--- src/rtl/alu_rs_scheduler_pkg.sv ---
// Shared types and constants for the ALU reservation station.
// Holds operand/entry/CDB structs, widths, opcode encodings and the
// CDB snoop helper shared by dispatch bypass and entry wakeup.
package alu_rs_scheduler_pkg;
  localparam int XLEN  = 32;
  localparam int ROB_W = 4;
  localparam int OP_W  = 6;

  localparam logic TRUE  = 1'b1;
  localparam logic FALSE = 1'b0;

  localparam logic [OP_W-1:0] OP_LUI   = 6'd0;
  localparam logic [OP_W-1:0] OP_AUIPC = 6'd1;
  localparam logic [OP_W-1:0] OP_JAL   = 6'd2;
  localparam logic [OP_W-1:0] OP_JALR  = 6'd3;
  localparam logic [OP_W-1:0] OP_BEQ   = 6'd4;
  localparam logic [OP_W-1:0] OP_BNE   = 6'd5;
  localparam logic [OP_W-1:0] OP_ADD   = 6'd6;
  localparam logic [OP_W-1:0] OP_SUB   = 6'd7;
  localparam logic [OP_W-1:0] OP_XOR   = 6'd8;
  localparam logic [OP_W-1:0] OP_OR    = 6'd9;
  localparam logic [OP_W-1:0] OP_AND   = 6'd10;
  localparam logic [OP_W-1:0] OP_ADDI  = 6'd11;

  typedef struct packed {
    logic             busy;
    logic [ROB_W-1:0] tag;
    logic [XLEN-1:0]  val;
  } operand_t;

  typedef struct packed {
    logic             valid;
    logic [ROB_W-1:0] tag;
    logic [XLEN-1:0]  value;
  } cdb_t;

  typedef struct packed {
    logic [OP_W-1:0]  op;
    logic [XLEN-1:0]  pc;
    logic [XLEN-1:0]  imm;
    logic [ROB_W-1:0] rd;
    operand_t         j;
    operand_t         k;
  } rs_entry_t;

  // Capture a pending operand from the CDBs; cdb0 has priority.
  function automatic operand_t snoop(input operand_t o, input cdb_t c0, input cdb_t c1);
    operand_t r;
    r = o;
    if (o.busy && c0.valid && c0.tag == o.tag) begin
      r.busy = FALSE;
      r.val  = c0.value;
    end else if (o.busy && c1.valid && c1.tag == o.tag) begin
      r.busy = FALSE;
      r.val  = c1.value;
    end
    return r;
  endfunction
endpackage

--- src/rtl/alu_rs_scheduler_if.sv ---
// Dispatch, CDB snoop and ALU issue bundle of the reservation station.
// master: front end / testbench side; slave: the reservation station.
interface alu_rs_scheduler_if;
  import alu_rs_scheduler_pkg::*;

  logic             disp_valid;
  logic [OP_W-1:0]  disp_op;
  logic [XLEN-1:0]  disp_pc, disp_imm;
  logic [ROB_W-1:0] disp_rd_rename;
  logic             disp_qj_busy, disp_qk_busy;
  logic [ROB_W-1:0] disp_qj, disp_qk;
  logic [XLEN-1:0]  disp_vj, disp_vk;

  logic             cdb0_valid, cdb1_valid;
  logic [ROB_W-1:0] cdb0_tag, cdb1_tag;
  logic [XLEN-1:0]  cdb0_value, cdb1_value;

  logic             rs_full;
  logic             alu_enable;
  logic [OP_W-1:0]  alu_op;
  logic [XLEN-1:0]  alu_pc, alu_imm, alu_rs1_value, alu_rs2_value;
  logic [ROB_W-1:0] alu_rd_rename;

  modport master (
    output disp_valid, disp_op, disp_pc, disp_imm, disp_rd_rename,
           disp_qj_busy, disp_qk_busy, disp_qj, disp_qk, disp_vj, disp_vk,
           cdb0_valid, cdb1_valid, cdb0_tag, cdb1_tag, cdb0_value, cdb1_value,
    input  rs_full, alu_enable, alu_op, alu_pc, alu_imm,
           alu_rs1_value, alu_rs2_value, alu_rd_rename
  );

  modport slave (
    input  disp_valid, disp_op, disp_pc, disp_imm, disp_rd_rename,
           disp_qj_busy, disp_qk_busy, disp_qj, disp_qk, disp_vj, disp_vk,
           cdb0_valid, cdb1_valid, cdb0_tag, cdb1_tag, cdb0_value, cdb1_value,
    output rs_full, alu_enable, alu_op, alu_pc, alu_imm,
           alu_rs1_value, alu_rs2_value, alu_rd_rename
  );
endinterface

--- src/rtl/alu_rs_scheduler_rs_age_select.sv ---
// Age matrix and oldest-ready selector.
// Ports: clk/rst_n; alloc_en/alloc_idx mark a new entry youngest; valid is
// the pre-edge occupancy; ready selects candidates; sel_any/sel_oh/sel_idx
// give the oldest ready entry (combinational).
module rs_age_select #(
  parameter int DEPTH = 8,
  parameter int IW    = $clog2(DEPTH)
) (
  input  logic             clk,
  input  logic             rst_n,
  input  logic             alloc_en,
  input  logic [IW-1:0]    alloc_idx,
  input  logic [DEPTH-1:0] valid,
  input  logic [DEPTH-1:0] ready,
  output logic             sel_any,
  output logic [DEPTH-1:0] sel_oh,
  output logic [IW-1:0]    sel_idx
);
  // age[i][j] = 1: entry i is older than entry j
  logic [DEPTH-1:0][DEPTH-1:0] age;
  logic [DEPTH-1:0]            blocked;

  // New entry is younger than everything valid. Its own diagonal bit is
  // written 0 by both loops since a free slot is never valid.
  always_ff @(posedge clk or negedge rst_n) begin
    if (!rst_n) begin
      age <= '0;
    end else if (alloc_en) begin
      for (int i = 0; i < DEPTH; i++) age[alloc_idx][i] <= 1'b0;
      for (int i = 0; i < DEPTH; i++) age[i][alloc_idx] <= valid[i];
    end
  end

  // An entry is blocked when some older entry is also ready; for any two
  // valid entries exactly one direction is set, so the winner is unique.
  always_comb begin
    blocked = '0;
    sel_idx = '0;
    for (int i = 0; i < DEPTH; i++)
      for (int j = 0; j < DEPTH; j++)
        blocked[i] = blocked[i] | (ready[j] & age[j][i]);
    sel_oh = ready & ~blocked;
    for (int i = 0; i < DEPTH; i++)
      if (sel_oh[i]) sel_idx = IW'(i);
    sel_any = |sel_oh;
  end
endmodule

--- src/rtl/alu_rs_scheduler.sv ---
// Reservation station + oldest-first issue scheduler for the integer ALU.
// Ports: clk, rst_n (async low), rdy (freeze when low), jump_wrong (flush),
// rs (slave bundle: dispatch in, two CDB snoop ports in, rs_full and the
// registered ALU issue bundle out).
module alu_rs_scheduler
  import alu_rs_scheduler_pkg::*;
#(
  parameter int DEPTH = 8
) (
  input logic               clk,
  input logic               rst_n,
  input logic               rdy,
  input logic               jump_wrong,
  alu_rs_scheduler_if.slave rs
);
  localparam int IW = $clog2(DEPTH);

  rs_entry_t        ent     [DEPTH];
  rs_entry_t        ent_nxt [DEPTH];
  logic [DEPTH-1:0] valid, valid_nxt, ready, sel_oh;
  logic [IW-1:0]    free_idx, sel_idx;
  logic             sel_any, accept;
  cdb_t             c0, c1;
  operand_t         dj, dk;

  assign c0     = '{valid: rs.cdb0_valid, tag: rs.cdb0_tag, value: rs.cdb0_value};
  assign c1     = '{valid: rs.cdb1_valid, tag: rs.cdb1_tag, value: rs.cdb1_value};
  assign dj     = '{busy: rs.disp_qj_busy, tag: rs.disp_qj, val: rs.disp_vj};
  assign dk     = '{busy: rs.disp_qk_busy, tag: rs.disp_qk, val: rs.disp_vk};
  assign accept = rs.disp_valid & ~rs.rs_full;

  // Readiness looks only at registered state, so a write becomes issuable
  // one edge later at the earliest.
  always_comb
    for (int i = 0; i < DEPTH; i++)
      ready[i] = valid[i] & ~ent[i].j.busy & ~ent[i].k.busy;

  // Lowest free slot from pre-edge occupancy: a slot freed by this edge's
  // issue is not reused until the next edge.
  always_comb begin
    free_idx = '0;
    for (int i = DEPTH - 1; i >= 0; i--)
      if (!valid[i]) free_idx = IW'(i);
  end

  rs_age_select #(.DEPTH(DEPTH)) u_age (
    .clk       (clk),
    .rst_n     (rst_n),
    .alloc_en  (accept & rdy & ~jump_wrong),
    .alloc_idx (free_idx),
    .valid     (valid),
    .ready     (ready),
    .sel_any   (sel_any),
    .sel_oh    (sel_oh),
    .sel_idx   (sel_idx)
  );

  always_comb begin
    valid_nxt = valid & ~sel_oh;
    for (int i = 0; i < DEPTH; i++) begin
      ent_nxt[i]   = ent[i];
      ent_nxt[i].j = snoop(ent[i].j, c0, c1);
      ent_nxt[i].k = snoop(ent[i].k, c0, c1);
    end
    if (accept) begin
      valid_nxt[free_idx]   = TRUE;
      ent_nxt[free_idx].op  = rs.disp_op;
      ent_nxt[free_idx].pc  = rs.disp_pc;
      ent_nxt[free_idx].imm = rs.disp_imm;
      ent_nxt[free_idx].rd  = rs.disp_rd_rename;
      ent_nxt[free_idx].j   = snoop(dj, c0, c1);
      ent_nxt[free_idx].k   = snoop(dk, c0, c1);
    end
  end

  always_ff @(posedge clk or negedge rst_n) begin
    if (!rst_n) begin
      valid            <= '0;
      for (int i = 0; i < DEPTH; i++) ent[i] <= '0;
      rs.rs_full       <= FALSE;
      rs.alu_enable    <= FALSE;
      rs.alu_op        <= '0;
      rs.alu_pc        <= '0;
      rs.alu_imm       <= '0;
      rs.alu_rs1_value <= '0;
      rs.alu_rs2_value <= '0;
      rs.alu_rd_rename <= '0;
    end else if (jump_wrong) begin
      valid         <= '0;
      rs.alu_enable <= FALSE;
      rs.rs_full    <= FALSE;
    end else if (rdy) begin
      valid         <= valid_nxt;
      for (int i = 0; i < DEPTH; i++) ent[i] <= ent_nxt[i];
      rs.rs_full    <= &valid_nxt;
      rs.alu_enable <= sel_any;
      // buses keep the last issued op when nothing is selected
      if (sel_any) begin
        rs.alu_op        <= ent[sel_idx].op;
        rs.alu_pc        <= ent[sel_idx].pc;
        rs.alu_imm       <= ent[sel_idx].imm;
        rs.alu_rs1_value <= ent[sel_idx].j.val;
        rs.alu_rs2_value <= ent[sel_idx].k.val;
        rs.alu_rd_rename <= ent[sel_idx].rd;
      end
    end
  end
endmodule

--- src/flat_wrapper.sv ---
// flat-port wrapper written by rule: the top's interface ports become plain ports
module alu_rs_scheduler_flat import alu_rs_scheduler_pkg::*;
#(
  parameter int DEPTH = 8
)
  (clk, rst_n, rdy, jump_wrong, rs_disp_valid, rs_disp_op, rs_disp_pc, rs_disp_imm, rs_disp_rd_rename, rs_disp_qj_busy, rs_disp_qk_busy, rs_disp_qj, rs_disp_qk, rs_disp_vj, rs_disp_vk, rs_cdb0_valid, rs_cdb1_valid, rs_cdb0_tag, rs_cdb1_tag, rs_cdb0_value, rs_cdb1_value, rs_rs_full, rs_alu_enable, rs_alu_op, rs_alu_pc, rs_alu_imm, rs_alu_rs1_value, rs_alu_rs2_value, rs_alu_rd_rename);
  alu_rs_scheduler_if rs_i ();
  input logic clk;
  input logic rst_n;
  input logic rdy;
  input logic jump_wrong;
  input wire logic [$bits(rs_i.disp_valid)-1:0] rs_disp_valid;
  input wire logic [$bits(rs_i.disp_op)-1:0] rs_disp_op;
  input wire logic [$bits(rs_i.disp_pc)-1:0] rs_disp_pc;
  input wire logic [$bits(rs_i.disp_imm)-1:0] rs_disp_imm;
  input wire logic [$bits(rs_i.disp_rd_rename)-1:0] rs_disp_rd_rename;
  input wire logic [$bits(rs_i.disp_qj_busy)-1:0] rs_disp_qj_busy;
  input wire logic [$bits(rs_i.disp_qk_busy)-1:0] rs_disp_qk_busy;
  input wire logic [$bits(rs_i.disp_qj)-1:0] rs_disp_qj;
  input wire logic [$bits(rs_i.disp_qk)-1:0] rs_disp_qk;
  input wire logic [$bits(rs_i.disp_vj)-1:0] rs_disp_vj;
  input wire logic [$bits(rs_i.disp_vk)-1:0] rs_disp_vk;
  input wire logic [$bits(rs_i.cdb0_valid)-1:0] rs_cdb0_valid;
  input wire logic [$bits(rs_i.cdb1_valid)-1:0] rs_cdb1_valid;
  input wire logic [$bits(rs_i.cdb0_tag)-1:0] rs_cdb0_tag;
  input wire logic [$bits(rs_i.cdb1_tag)-1:0] rs_cdb1_tag;
  input wire logic [$bits(rs_i.cdb0_value)-1:0] rs_cdb0_value;
  input wire logic [$bits(rs_i.cdb1_value)-1:0] rs_cdb1_value;
  output wire logic [$bits(rs_i.rs_full)-1:0] rs_rs_full;
  output wire logic [$bits(rs_i.alu_enable)-1:0] rs_alu_enable;
  output wire logic [$bits(rs_i.alu_op)-1:0] rs_alu_op;
  output wire logic [$bits(rs_i.alu_pc)-1:0] rs_alu_pc;
  output wire logic [$bits(rs_i.alu_imm)-1:0] rs_alu_imm;
  output wire logic [$bits(rs_i.alu_rs1_value)-1:0] rs_alu_rs1_value;
  output wire logic [$bits(rs_i.alu_rs2_value)-1:0] rs_alu_rs2_value;
  output wire logic [$bits(rs_i.alu_rd_rename)-1:0] rs_alu_rd_rename;
  assign rs_i.disp_valid = rs_disp_valid;
  assign rs_i.disp_op = rs_disp_op;
  assign rs_i.disp_pc = rs_disp_pc;
  assign rs_i.disp_imm = rs_disp_imm;
  assign rs_i.disp_rd_rename = rs_disp_rd_rename;
  assign rs_i.disp_qj_busy = rs_disp_qj_busy;
  assign rs_i.disp_qk_busy = rs_disp_qk_busy;
  assign rs_i.disp_qj = rs_disp_qj;
  assign rs_i.disp_qk = rs_disp_qk;
  assign rs_i.disp_vj = rs_disp_vj;
  assign rs_i.disp_vk = rs_disp_vk;
  assign rs_i.cdb0_valid = rs_cdb0_valid;
  assign rs_i.cdb1_valid = rs_cdb1_valid;
  assign rs_i.cdb0_tag = rs_cdb0_tag;
  assign rs_i.cdb1_tag = rs_cdb1_tag;
  assign rs_i.cdb0_value = rs_cdb0_value;
  assign rs_i.cdb1_value = rs_cdb1_value;
  assign rs_rs_full = rs_i.rs_full;
  assign rs_alu_enable = rs_i.alu_enable;
  assign rs_alu_op = rs_i.alu_op;
  assign rs_alu_pc = rs_i.alu_pc;
  assign rs_alu_imm = rs_i.alu_imm;
  assign rs_alu_rs1_value = rs_i.alu_rs1_value;
  assign rs_alu_rs2_value = rs_i.alu_rs2_value;
  assign rs_alu_rd_rename = rs_i.alu_rd_rename;
  alu_rs_scheduler #(.DEPTH(DEPTH)) u_core (.clk(clk), .rst_n(rst_n), .rdy(rdy), .jump_wrong(jump_wrong), .rs(rs_i));
endmodule
--- config.mk ---
export PLATFORM = sky130hd
export DESIGN_NAME = alu_rs_scheduler_flat
export DESIGN_NICKNAME = d
export VERILOG_FILES = /design/src/rtl/alu_rs_scheduler_pkg.sv /design/src/rtl/alu_rs_scheduler_if.sv /design/src/rtl/alu_rs_scheduler_rs_age_select.sv /design/src/rtl/alu_rs_scheduler.sv /design/src/flat_wrapper.sv
export SDC_FILE = /design/constraint.sdc
export NUM_CORES = 2
export LEC_CHECK = 0
export CORE_UTILIZATION = 34
export DETAILED_ROUTE_END_ITERATION = 10
export PLACE_DENSITY = 0.54
export SETUP_SLACK_MARGIN = 0.2
export SLEW_MARGIN = 20
export SYNTH_ARGS = -nofsm -noshare
export SYNTH_HDL_FRONTEND = slang
export SYNTH_SLANG_ARGS = --single-unit
--- constraint.sdc ---
create_clock -name clk -period 3.66 [get_ports clk]
set_input_delay 0.915 -clock clk [delete_from_list [all_inputs] [get_ports clk]]
set_output_delay 0.915 -clock clk [all_outputs]
set_load 0.02 [all_outputs]
After elaboration in Yosys (flattened, before gate mapping)

Index checks and enable logic that the tools add are counted.

Add/subtract/negate cells: 0
Multipliers: 0
Div/mod/pow operators: 0
Magnitude comparators: 5
Equality and inequality tests: 36
Shift-type cells: 0
Muxes and demuxes: 146
Bitwise gates (word level): 180
Reductions and logical operators: 80

Operator list:

| operator                                 | count |
|---|---|
| bitwise mux 1184 bit                     | 6 |
| demux 148 bit (select 3 bit)             | 6 |
| two-way mux 32 bit                       | 38 |
| two-way mux 1110 bit                     | 1 |
| AND 64 bit                               | 8 |
| NOT 64 bit                               | 8 |
| binary-select mux 148 bit (select 3 bit) | 1 |
| two-way mux 148 bit                      | 3 |
| demux 8 bit (select 3 bit)               | 8 |
| == test 4 bit                            | 36 |
| two-way mux 142 bit                      | 1 |
| two-way mux 110 bit                      | 1 |
| AND 1 bit                                | 83 |
| two-way mux 78 bit                       | 1 |
| logical AND 1 bit                        | 74 |
| two-way mux 74 bit                       | 1 |
| bitwise mux 8 bit                        | 8 |
| bitwise OR 1 bit                         | 56 |
| two-way mux 1 bit                        | 45 |
| two-way mux 3 bit                        | 15 |
| two-way mux 37 bit                       | 1 |
| two-way mux 8 bit                        | 4 |
| NOT 1 bit                                | 18 |
| AND 8 bit                                | 2 |
| 18 further kinds                         | 22 |

Register bits after elaboration: 1396
Latch bits: 0
Bits in writable memories: 0
Bits in read-only memories: 0
Output and inout port bits: 140
Memories: 0

Longest topological paths before layout

Word-level depth: 24
Gate-level depth with buffers: 12
Mapped depth without buffers: 8

Cells and area by module

Synthesis repeated with hierarchy kept, for this count alone.

Cells, all modules: 7660
Area, all modules: 77181.5 um^2

By module, submodules not included:

| module           | instances | cells an instance | area each (um^2) | sequential area each (um^2) |
|---|---|---|---|---|
| alu_rs_scheduler | 1         | 7297              | 74001.0          | 33332.0 |
| rs_age_select    | 1         | 363               | 3180.6           | 1601.5 |

Worst setup path before layout

No wires, ideal clock.

Kind: in2reg
Start point: input rs_cdb0_tag[2]
End point: register, netlist name u_core.ent[337]
Setup time: 83 ps
Data arrival time: 2947 ps
Required time: 3577 ps
Slack: 631 ps
Cell stages on the path: 11
Path buffers: 3
Cell sequence: clkbuf_1 > clkinv_1 > o211ai_1 > a221oi_1 > nand3_1 > clkbuf_1 > clkbuf_1 > nor2_1 > a211oi_1 > a21oi_1 > o21ai_0

Longest elaborated chain between the ends: 10
Elaborated cells between the ends (all ways): 14
Classes of those cells: eq/ne (2); mux (10); reduce/logical (2)

Ends and longest elaborated chain:

| element                | RTL line                   | text |
|---|---|---|
| start: declaration     | flat_wrapper.sv:25         | `input wire logic [$bits(rs_i.cdb0_tag)-1:0] rs_cdb0_tag;` |
| == test 4 bit          | alu_rs_scheduler_pkg.sv:50 | `if (o.busy && c0.valid && c0.tag == o.tag) begin` |
| logical AND 1 bit      | alu_rs_scheduler_pkg.sv:50 |  |
| two-way mux 32 bit     | alu_rs_scheduler_pkg.sv:50 |  |
| bitwise mux 1184 bit   | alu_rs_scheduler.sv:67     | `ent_nxt[free_idx].op = rs.disp_op;` |
| bitwise mux 1184 bit   | alu_rs_scheduler.sv:68     | `ent_nxt[free_idx].pc = rs.disp_pc;` |
| bitwise mux 1184 bit   | alu_rs_scheduler.sv:69     | `ent_nxt[free_idx].imm = rs.disp_imm;` |
| bitwise mux 1184 bit   | alu_rs_scheduler.sv:70     | `ent_nxt[free_idx].rd = rs.disp_rd_rename;` |
| bitwise mux 1184 bit   | alu_rs_scheduler.sv:71     | `ent_nxt[free_idx].j = snoop(dj, c0, c1);` |
| bitwise mux 1184 bit   | alu_rs_scheduler.sv:72     | `ent_nxt[free_idx].k = snoop(dk, c0, c1);` |
| two-way mux 1110 bit * | alu_rs_scheduler.sv:65     | `if (accept) begin` |

Mark *: on every way between the ends. The rest lies on a longest branch, timed or not. The select of a mux whose other input is x is not followed.
A chain may end at the register's enable or synchronous reset.

Final worst setup path

Start point: register, netlist name u_core.ent[776]
End point: register u_core.rs.alu_rs2_value[19] (netlist bit)

Longest elaborated chain between the ends: 22
Elaborated cells between the ends (all ways): 73
Classes of those cells: mux (10); bitwise (61); reduce/logical (2)

Ends and longest elaborated chain:

| element                                  | RTL line                             | text |
|---|---|---|
| NOT 1 bit *                              | alu_rs_scheduler.sv:36               | `ready[i] = valid[i] & ~ent[i].j.busy & ~ent[i].k.busy;` |
| AND 1 bit *                              | alu_rs_scheduler.sv:36               |  |
| AND 1 bit                                | alu_rs_scheduler_rs_age_select.sv:41 | `blocked[i] = blocked[i] \| (ready[j] & age[j][i]);` |
| bitwise OR 1 bit (6 in a row)            | alu_rs_scheduler_rs_age_select.sv:41 |  |
| NOT 8 bit                                | alu_rs_scheduler_rs_age_select.sv:42 | `sel_oh = ready & ~blocked;` |
| AND 8 bit *                              | alu_rs_scheduler_rs_age_select.sv:42 |  |
| two-way mux 1 bit                        | alu_rs_scheduler_rs_age_select.sv:44 | `if (sel_oh[i]) sel_idx = IW'(i);` |
| two-way mux 3 bit (6 in a row)           | alu_rs_scheduler_rs_age_select.sv:44 |  |
| NOT 3 -> 4 bit (not written as such)     | alu_rs_scheduler.sv:103              | `rs.alu_rs2_value <= ent[sel_idx].k.val;` |
| binary-select mux 148 bit (select 3 bit) | alu_rs_scheduler.sv:103              |  |
| two-way mux 148 bit (2 in a row)         | n/a                                  |  |
| end signal: assignment                   | alu_rs_scheduler.sv:103              |  |
| end: declaration                         | alu_rs_scheduler_if.sv:37            | `alu_rs1_value, alu_rs2_value, alu_rd_rename` |

Marked as above.

==> results_dict.tcl <==
set metrics [dict create \
    status "completed" \
    firstDrtPassIters 6 \
    p_comb_frac 0.216 \
    arrival_ns 4.24 \
    nFillCells 22310 \
    via_per_inst 6.006 \
    grt_remaining_overflow 0 \
    final_cells 12370 \
    post-route-drc-count 0 \
    drive_gt1_frac 0.1197 \
    core_um2 230800 \
    register_area_um2 34930 \
    clk_latency_ns 0.85 \
    async_flop_share 1.000 \
    grt_max_degree 217 \
    synth_nets 9285 \
    netlist_instances 9058 \
    grt_usage 0.2791 \
    crit_start "u_core.ent[776]$_DFFE_PN0P_" \
    pre_cts_slack_ns -0.1984 \
    grt_pass1_vias 72660 \
    synthDistinctLibCells 59 \
    antenna_found_initial 41 \
    clk_path_buf_depth 3 \
    p_leak_uw 0.04752 \
    clkPwrFrac 0.361 \
    floorplan.initialDensity 0.3431 \
    slew-limit-headroom 0.2966 \
    cts_tree "built" \
    rows 176 \
    wl_met1_mm 140.3 \
    critPathKind "register to register" \
    final-hold-violation-count 0 \
    timing.rr.start "u_core.ent[776]$_DFFE_PN0P_" \
    die_area_um2 234800 \
    crit_path_start_kind "register" \
    synth-edff-count 0 \
    p_switching_uw 14810 \
    clk_pin_slew_ns 0.06 \
    place_congestion 0.8868 \
    ir_worst_vdd_uv 520.1 \
    timing.final.crit_period_ns 3.458 \
    ys.flop_type "dfrtp_1" \
    finClkSkew_ns 0.05112 \
    detailed_place_hpwl_mm 207.8 \
    cts.sinks 1396 \
    max_cap_viol_count 0 \
    synthesis.area_um2 79180 \
    wl_met3_mm 31.81 \
    ys_seq_area_frac 0.4412 \
    multi_input_area_um2 40720 \
    swShare 0.3179 \
    final_max_slew_viol_count 0 \
    syn_avg_cell_area_um2 8.742 \
    fin_nets 9434 \
    power.density_nw_per_um2 486.3 \
    wl_per_cell_um 27.27 \
    routed.top_layer "met5" \
    internal-power_uw 31760 \
    grt_pass1_wl_mm 496.0 \
    postSynthRegisterBits 1396 \
    cts-buffers-inserted 165 \
    drt_iter0_drc 8478 \
    die_w_um 484.6 \
    critPathMaxFanout 21 \
    root_buffer "clkbuf_16" \
    seq_power_share 0.422 \
    worst_slack_ns 0.2019 \
    hold_ws_ns 0.4659 \
    wl_met2_mm 150.6 \
    ys_warn_count 0 \
    rsz0062_at_grt "true" \
    place_inst 12060 \
    worstSetupEndpointType "register" \
    ant_nets 0 \
    area_growth_pct 20.95 \
    die_h_um 484.6 \
    setup_viol 0 \
    vias 74300 \
    cp.required_ns 4.44 \
    wirelength_mm 337.3 \
    power.total_uw 46570 \
    ioPinCount 367 \
    min_path_type "register to register" \
    worst_slew_pin_slew_ns 1.055 \
    htree_levels 4 \
    post-route-period-util 0.9448 \
    max_freq_mhz 289.2 \
    port_buffers 366 \
]
==> cell usage in the layout, fill, tap and decap left out, types with 8 or more instances in the layout <==
cell type           n
dfrtp_1          1396
mux2i_1           851
a222oi_1           12
and3_1            150
clkinv_16          11
a21oi_1           838
clkbuf_16         167
a22oi_1           159
a211oi_1          514
nand3_1            14
nand3_4            11
clkbuf_1           50
mux2_2            233
nand2_1          1939
a31oi_1           143
a21o_1              8
clkdlybuf4s50_1   365
o221a_2            19
xor2_1             72
diode_2            15
clkinv_2           13
nor3_1             26
nand4_1            32
o221ai_1          137
buf_4             341
o21ai_0           622
nor2_1            598
nand2_4             9
nor4bb_1           17
o211ai_1           12
buf_12            214
inv_1              43
a221oi_1            9
o221a_1           118
xnor2_1            33
clkbuf_8           40
==> worst max-delay path, cell delays in order, from the launching register on <==
cell,delay [ns]
dfrtp_1,0.46
or4b_1,0.59
a2111oi_4,0.34
and4_4,0.30
o211ai_4,0.12
buf_12,0.17
buf_12,0.15
a21oi_4,0.16
buf_4,0.21
buf_12,0.23
a21oi_1,0.10
a22oi_1,0.27
o221a_1,0.23
==> power groups by stage <==
stage	Combinational [uW]	Clock (uW)	Sequential, uW
floorplan	4780	0	20000
global placement	9800	0	19800
detailed placement	10000	0	19800
CTS	10100	17000	19600
global route	10900	17700	19900
finish	10100	16800	19700
==> routing by layer <==
layer / GRT usage / up-vias
met3: 0.06597 / 837
met2: 0.4321 / 3878
met1: 0.3716 / 37060
li1: - / 32480
met5: 0 / -
met4: 0.1169 / 46
==> cell type report <==
class                      instances  share of cell area
multi-input combinational       6672              0.4252
sequential                      1396              0.3648
tap                             3026             0.03953
clock buffer                     256             0.05108
inverter                          44            0.001724
clock inverter                    34            0.005970
antenna                           15           0.0003919
timing repair buffer             928              0.1114
==> cells by family after synthesis <==
family / count (synthesis) / share of synthesized area
simple gates: 2847 / 0.1448
compound gates: 2635 / 0.2116
flops: 1396 / 0.4412
mux: 1085 / 0.1408
buf+inv: 990 / 0.04999
xor+xnor: 105 / 0.01161
==> metrics by stage <==
step / utilization / setup TNS (ns) / area, um2
global placement: 0.3905 / -12.05 / 90120
global route: 0.4148 / 0 / 95740
detailed placement: 0.3905 / -10.63 / 90120
CTS: 0.4143 / 0 / 95620
finish: 0.4150 / 0 / 95770
floorplan: - / 0 / 79180
==> repair_timing <==
| item | CTS | global route |
|---|---|---|
| hold buffers | 1 | 0 |
| setup buffers | 2 | 3 |
| endpoints found under the setup margin | 7 | 130 |
| resized for setup | 3 | 13 |
| gates cloned | 0 | 1 |
| pin swaps | 1 | 4 |
| endpoints found under the hold margin | 14 | 0 |
==> cells in the mapped netlist (43+ instances only) <==
library cell | n | area, um2
mux2i_1 | 852 | 8528
a211oi_1 | 514 | 3859
a31oi_1 | 143 | 894.6
nand2_1 | 1948 | 7312
and3_1 | 153 | 957.2
buf_2 | 101 | 505.5
mux2_2 | 233 | 2624
buf_1 | 89 | 334.1
nor2_1 | 604 | 2267
a22oi_1 | 162 | 1216
clkbuf_1 | 729 | 2736
o221ai_1 | 138 | 1209
dfrtp_1 | 1396 | 34930
inv_1 | 43 | 161.4
a21oi_1 | 838 | 4194
o221a_1 | 118 | 1329
o21ai_0 | 623 | 3118
xor2_1 | 72 | 630.6
==> worst paths after layout <==
kind                            slack, ns                                 endpoint  cells past startpoint
worst max-delay path                 0.20  u_core.rs.alu_rs2_value[19]$_DFFE_PN0P_                     12
worst min-delay path                 0.47                                 register                      2
worst max register to register       0.20  u_core.rs.alu_rs2_value[19]$_DFFE_PN0P_                     12
worst min register to register       0.47                                 register                      2
max in group asynchronous            1.78   u_core.rs.alu_rs1_value[9]$_DFFE_PN0P_                      3
min in group asynchronous            0.63              u_core.ent[470]$_DFFE_PN0P_                      2
Note: power is estimated with default switching activity, not from simulation.
